### src/rtl/alu_pkg.sv
// rtl/alu_pkg.sv - shared opcode and state definitions for the sequential ALU.
`timescale 1ns/1ps
package alu_pkg;

  localparam int OP_W = 4;

  typedef enum logic [OP_W-1:0] {
    OP_MV  = 4'd0,
    OP_ADD = 4'd1,
    OP_SUB = 4'd2,
    OP_AND = 4'd3,
    OP_OR  = 4'd4,
    OP_XOR = 4'd5,
    OP_SHL = 4'd6,
    OP_SHR = 4'd7,
    OP_MUL = 4'd8
  } op_t;

  typedef enum logic [0:0] {
    ST_IDLE    = 1'b0,
    ST_MUL_RUN = 1'b1
  } state_t;

endpackage

### src/rtl/alu_mul_seq.sv
// rtl/alu_mul_seq.sv - shift-add multiplier, one multiplier bit per cycle.
`timescale 1ns/1ps
module alu_mul_seq #(
  parameter int WIDTH = 16
) (
  input  logic                 clk,
  input  logic                 rst_n,
  input  logic                 start,
  input  logic [WIDTH-1:0]     a,
  input  logic [WIDTH-1:0]     b,
  output logic                 done,
  output logic [2*WIDTH-1:0]   product
);

  localparam int CW = $clog2(WIDTH) + 1;

  logic               busy;
  logic [CW-1:0]      cnt;
  logic [2*WIDTH-1:0] acc;
  logic [2*WIDTH-1:0] mcand;
  logic [WIDTH-1:0]   mplier;

  // product is the accumulator including the current iteration, so it is final in the done cycle
  assign product = acc + (mplier[0] ? mcand : '0);
  assign done    = busy && (cnt == CW'(WIDTH - 1));

  always_ff @(posedge clk or negedge rst_n) begin
    if (!rst_n) begin
      busy   <= 1'b0;
      cnt    <= '0;
      acc    <= '0;
      mcand  <= '0;
      mplier <= '0;
    end else if (start) begin
      busy   <= 1'b1;
      cnt    <= '0;
      acc    <= '0;
      mcand  <= {{WIDTH{1'b0}}, a};
      mplier <= b;
    end else if (busy) begin
      acc    <= product;
      mcand  <= mcand << 1;
      mplier <= mplier >> 1;
      cnt    <= cnt + 1'b1;
      if (done) begin
        busy <= 1'b0;
      end
    end
  end

endmodule

### src/rtl/alu_seq.sv
// rtl/alu_seq.sv - sequential ALU top: request handshake, FSM, output register and flags.
`timescale 1ns/1ps
module alu_seq
  import alu_pkg::*;
#(
  parameter int WIDTH = 16
) (
  input  logic             clk,
  input  logic             rst_n,
  input  logic             in_valid,
  output logic             in_ready,
  input  logic [OP_W-1:0]  op,
  input  logic [WIDTH-1:0] in1,
  input  logic [WIDTH-1:0] in2,
  output logic             out_valid,
  input  logic             out_ready,
  output logic [WIDTH-1:0] out,
  output logic             cFlag,
  output logic             zFlag,
  output logic             nFlag,
  output logic             vFlag
);

  localparam int SW = $clog2(WIDTH);

  state_t             state;
  logic               accept;
  logic               mul_start;
  logic               mul_done;
  logic [2*WIDTH-1:0] product;
  logic [WIDTH-1:0]   mul_lo;
  logic               mul_ovf;

  logic [WIDTH:0]     sum;
  logic [WIDTH:0]     diff;
  logic [WIDTH:0]     shl_ext;
  logic [WIDTH:0]     shr_ext;
  logic [WIDTH-1:0]   res;
  logic               c_nxt;
  logic               v_nxt;
  logic               upd_zn;

  assign in_ready  = (state == ST_IDLE) && (!out_valid || out_ready);
  assign accept    = in_valid && in_ready;
  assign mul_start = accept && (op == OP_MUL);
  assign mul_lo    = product[WIDTH-1:0];
  assign mul_ovf   = |product[2*WIDTH-1:WIDTH];

  alu_mul_seq #(.WIDTH(WIDTH)) u_mul (
    .clk     (clk),
    .rst_n   (rst_n),
    .start   (mul_start),
    .a       (in1),
    .b       (in2),
    .done    (mul_done),
    .product (product)
  );

  // The extra bit on each shift extension catches the last bit shifted out (0 for amount 0)
  always_comb begin
    sum     = {1'b0, in1} + {1'b0, in2};
    diff    = {1'b0, in1} - {1'b0, in2};
    shl_ext = {1'b0, in1} << in2[SW-1:0];
    shr_ext = {in1, 1'b0} >> in2[SW-1:0];
    res     = '0;
    c_nxt   = cFlag;
    v_nxt   = vFlag;
    upd_zn  = 1'b1;
    case (op)
      OP_MV: begin
        res    = in1;
        upd_zn = 1'b0;
      end
      OP_ADD: begin
        res   = sum[WIDTH-1:0];
        c_nxt = sum[WIDTH];
        v_nxt = (in1[WIDTH-1] == in2[WIDTH-1]) && (sum[WIDTH-1] != in1[WIDTH-1]);
      end
      OP_SUB: begin
        res   = diff[WIDTH-1:0];
        c_nxt = diff[WIDTH];
        v_nxt = (in1[WIDTH-1] != in2[WIDTH-1]) && (diff[WIDTH-1] != in1[WIDTH-1]);
      end
      OP_AND: res = in1 & in2;
      OP_OR:  res = in1 | in2;
      OP_XOR: res = in1 ^ in2;
      OP_SHL: begin
        res   = shl_ext[WIDTH-1:0];
        c_nxt = shl_ext[WIDTH];
      end
      OP_SHR: begin
        res   = shr_ext[WIDTH:1];
        c_nxt = shr_ext[0];
      end
      default: upd_zn = 1'b0;
    endcase
  end

  always_ff @(posedge clk or negedge rst_n) begin
    if (!rst_n) begin
      state     <= ST_IDLE;
      out       <= '0;
      out_valid <= 1'b0;
      cFlag     <= 1'b0;
      zFlag     <= 1'b0;
      nFlag     <= 1'b0;
      vFlag     <= 1'b0;
    end else begin
      if (accept && (op != OP_MUL)) begin
        out       <= res;
        out_valid <= 1'b1;
        cFlag     <= c_nxt;
        vFlag     <= v_nxt;
        if (upd_zn) begin
          zFlag <= (res == '0);
          nFlag <= res[WIDTH-1];
        end
      end else if ((state == ST_MUL_RUN) && mul_done) begin
        out       <= mul_lo;
        out_valid <= 1'b1;
        cFlag     <= mul_ovf;
        vFlag     <= mul_ovf;
        zFlag     <= (mul_lo == '0);
        nFlag     <= mul_lo[WIDTH-1];
      end else if (out_ready) begin
        out_valid <= 1'b0;
      end

      case (state)
        ST_IDLE:    if (mul_start) state <= ST_MUL_RUN;
        ST_MUL_RUN: if (mul_done)  state <= ST_IDLE;
        default:    state <= ST_IDLE;
      endcase
    end
  end

endmodule

### config.mk
export PLATFORM = sky130hd
export DESIGN_NAME = alu_seq
export DESIGN_NICKNAME = d
export VERILOG_FILES = /design/src/rtl/alu_pkg.sv /design/src/rtl/alu_mul_seq.sv /design/src/rtl/alu_seq.sv
export SDC_FILE = /design/constraint.sdc
export NUM_CORES = 1
export LEC_CHECK = 0
export BUFFER_PORTS_ARGS = -buffer_cell sky130_fd_sc_hd__buf_2
export CAP_MARGIN = 20
export CORE_ASPECT_RATIO = 0.6
export CORE_MARGIN = 1
export CORE_UTILIZATION = 55
export CTS_CLUSTER_DIAMETER = 100
export CTS_CLUSTER_SIZE = 30
export DETAILED_ROUTE_END_ITERATION = 10
export PLACE_DENSITY = 0.73
export SYNTH_ARGS = -nofsm -noshare
export SYNTH_HDL_FRONTEND = slang
export SYNTH_SLANG_ARGS = --single-unit
### constraint.sdc
create_clock -name clk -period 5.5 [get_ports clk]
set_clock_uncertainty 0.15 [all_clocks]
set_input_delay 0 -clock clk [delete_from_list [all_inputs] [get_ports clk]]
set_output_delay 0 -clock clk [all_outputs]
set_load 0.05 [all_outputs]
==> flow_summary.json <==
{
  "status": "completed",
  "initial_core_util": 0.568,
  "synth_warnings": 0,
  "dp_slack_ps": 1000,
  "grt_pass1_wl_mm": 59.7,
  "rsz0062_at_grt": "no",
  "core_sq_um": 19200,
  "synth-simple-area-share": 0.201,
  "syn-num-nets": 1457,
  "via_count": 10900,
  "cellPowerDensity_nw_per_um2": 462,
  "path_class": "reg -> reg",
  "timing.final.crit_share": 0.842,
  "clk_pin_slew_worst_paths_ps": 80,
  "synthFlopType": "dfrtp_1",
  "maxSlewViolCount": 0,
  "hold_viol": 0,
  "synth_compound_area_frac": 0.234,
  "worst_slack_ps": 870,
  "die_area_sq_um": 20500,
  "place.port_buffers": 61,
  "numCtsBuffers": 9,
  "cp-end-kind": "flop",
  "fmax_mhz": 216,
  "rows": 39,
  "firstDrtPassIters": 5,
  "dp_hpwl_mm": 29.5,
  "crit_start": "u_mul.mplier[0]",
  "synth_area_leaders": "dfrtp_1 25%, ha_1 9.7%, mux2i_1 7.6%",
  "synth-edff-count": 0,
  "fillers": 1759,
  "min_path_type": "in -> async",
  "worstMarginPinSlew_ps": 1050,
  "cp_max_fo": 24,
  "irDropWorstVdd_v": 0.000402,
  "leakagePower_nw": 5.35,
  "required_ps": 5590,
  "post_cts_resized": 0,
  "grt_pass1_vias": 9981,
  "yosys.area.top_type": "dfrtp_1",
  "timing.rr.start": "u_mul.mplier[0]",
  "place_congestion": 1.02,
  "finalPower_w": 0.00554,
  "wl_per_cell_um": 23.6,
  "worstSetupEndpoint": "vFlag",
  "insertion_delay_ps": 370,
  "drive_gt1_frac": 0.109,
  "r2r_end": "vFlag",
  "synth-adder-area-share": 0.103,
  "reg2reg_depth": 12,
  "synth_area_sq_um": 10900,
  "synth_top_family_by_area": "compound AO/OA/AOI/OAI gates",
  "grt_usage": 0.386,
  "cts_tree": "done",
  "grt_overflow": 0,
  "drt_iter0_markers": 1613,
  "min_period_ps": 4630,
  "ys_types": 78,
  "viasPerCell": 6.71,
  "max_slew_margin": 0.282,
  "wl_mm": 38.5,
  "clk_path_buf_depth": 2,
  "htree_levels": 3,
  "yosys-mux-area-fraction": 0.135,
  "post-synth-top-area-fraction": 0.247,
  "ios": 62,
  "ys_ff_latch": 108,
  "fin_util": 0.625,
  "setup_violations": 0,
  "start_kind": "flop",
  "ys_async_sr_fraction": 1.00,
  "antenna_found_initial": 1,
  "post-cts-setup-buffer-count": 0,
  "grt_max_degree": 61,
  "detail-route-antenna-nets": 0,
  "dieHeight_um": 111,
  "arrival_ps": 4720,
  "reg2reg_slack_ps": 870,
  "clock_sinks": 108,
  "yosys.area_share.xor_xnor": 0.0257,
  "drcViolationCount": 0,
  "holdWs_ps": 48.5,
  "cts-root-buf": "clkbuf_16",
  "die_w_um": 184,
  "finalSetupTns_ps": 0,
  "syn_to_final_growth_pct": 9.92,
  "syn_area_per_cell_sq_um": 8.22,
  "nNetsFinal": 1487,
  "cts_hold_buf": 32,
  "yosysSeqAreaShare": 0.247,
  "syn_inst": 1329,
  "drv_cap": 0
}
-- through the flow --
stage          instances  cell area (sq um)
6_report            1631              12000
4_1_cts             1630              12000
5_1_grt             1630              12000
3_5_place_dp        1582              11400
3_3_place_gp        1581              11400
2_1_floorplan       1329              10900
-- metal layers --
layer	GRT usage	wire length, um	share of wire	vias up
met5	0.0450	117	0.0030	-
met2	0.472	14100	0.37	680
met3	0.162	5650	0.15	39
li1	-	-	-	4961
met4	0.0611	422	0.011	2
met1	0.609	18200	0.47	5255
-- cells in the final DEF, fill, tap and decap left out, types with 19 or more instances in the layout --
cell type / Yosys / routed
a211oi_1: 23 / 23
a21oi_1: 122 / 122
and2_1: 44 / 44
buf_2: 2 / 61
dfrtp_1: 108 / 107
dlygate4sd3_1: 0 / 32
ha_1: 85 / 85
inv_1: 62 / 62
mux2i_1: 83 / 83
mux4_2: 25 / 25
nand2_1: 78 / 78
nand3_1: 27 / 27
nor2_1: 175 / 174
nor3_1: 26 / 26
o21ai_0: 47 / 47
o22ai_1: 19 / 19
xnor2_1: 19 / 19
-- final cells by class --
class                      count  area [sq um]  share of cell area
clock buffer                   9           225              0.0188
multi-input combinational   1065          7680               0.640
clock inverter                 7          57.6             0.00479
timing repair buffer         111           761              0.0633
sequential                   108          2710               0.225
tap                          266           333              0.0277
inverter                      64           240              0.0200
antenna                        1          2.50            0.000208
-- registers in the layout, indices dropped and copies added (netlist names) --
register,cells
out,16
u_mul.mplier,16
u_mul.acc,32
vFlag,1
u_mul.mcand,32
state,1
u_mul.cnt,5
zFlag,1
u_mul.busy,1
out_valid,1
nFlag,1
cFlag,1
-- synth_stat cells, drive strengths merged (7+ instances only) --
library cell / instances
and2: 45
nor2: 175
nand3: 27
a211oi: 23
a31oi: 14
buf: 14
xor2: 13
mux4: 25
xnor2: 19
nand4: 18
o21bai: 8
mux2i: 83
a21o: 14
nand2: 78
inv: 62
o221ai: 7
a22oi: 14
nor3: 26
o21ai: 47
a21oi: 122
mux2: 7
clkbuf: 78
a221oi: 10
nand2b: 12
o211ai: 13
o22ai: 19
or3: 10
nor4: 8
dfrtp: 108
o21a: 13
and3: 8
nor2b: 10
ha: 85
-- kinds of logic (layout without fill, tap and decap cells) --
family,Yosys count,in the layout
xor gates and xnor gates,32,32
AOI/OAI and AO/OA,383,383
and+or+nand+nor,447,447
adders and majority gates,88,88
other,0,1
buffers and inverters,156,191
muxes,115,115
DFF,108,108
-- worst min path at each step --
| stage | endpoint | slack, ps | cells after the start |
|---|---|---|---|
| floorplan | cFlag | -450 | 0 |
| global placement | out[2] | -90 | 1 |
| detailed placement | out[2] | -80 | 1 |
| CTS | u_mul.mcand[21] | 70 | 2 |
| global route | out[4] | 100 | 2 |
| finish | out[4] | 50 | 2 |
-- critical path, cell delays in order (launching register included) --
cell and delay (ps):
dfrtp_1 740, and2_1 350, ha_1 210, fa_1 440
a21o_1 210, a22o_1 210, o31ai_1 580, a21oi_1 190
or3_1 380, a211oi_1 300, nand4_1 170, nor4_1 440
a21oi_1 120
-- report_power, final --
| group | total (W) | switching (W) | internal (W) | leakage (nW) |
|---|---|---|---|---|
| Combinational | 0.00338 | 0.00213 | 0.00125 | 3.90 |
| Sequential | 0.00151 | 0.000346 | 0.00117 | 1.31 |
| Clock | 0.000653 | 0.000337 | 0.000316 | 0.140 |
Note: power is estimated with default switching activity, not from simulation.
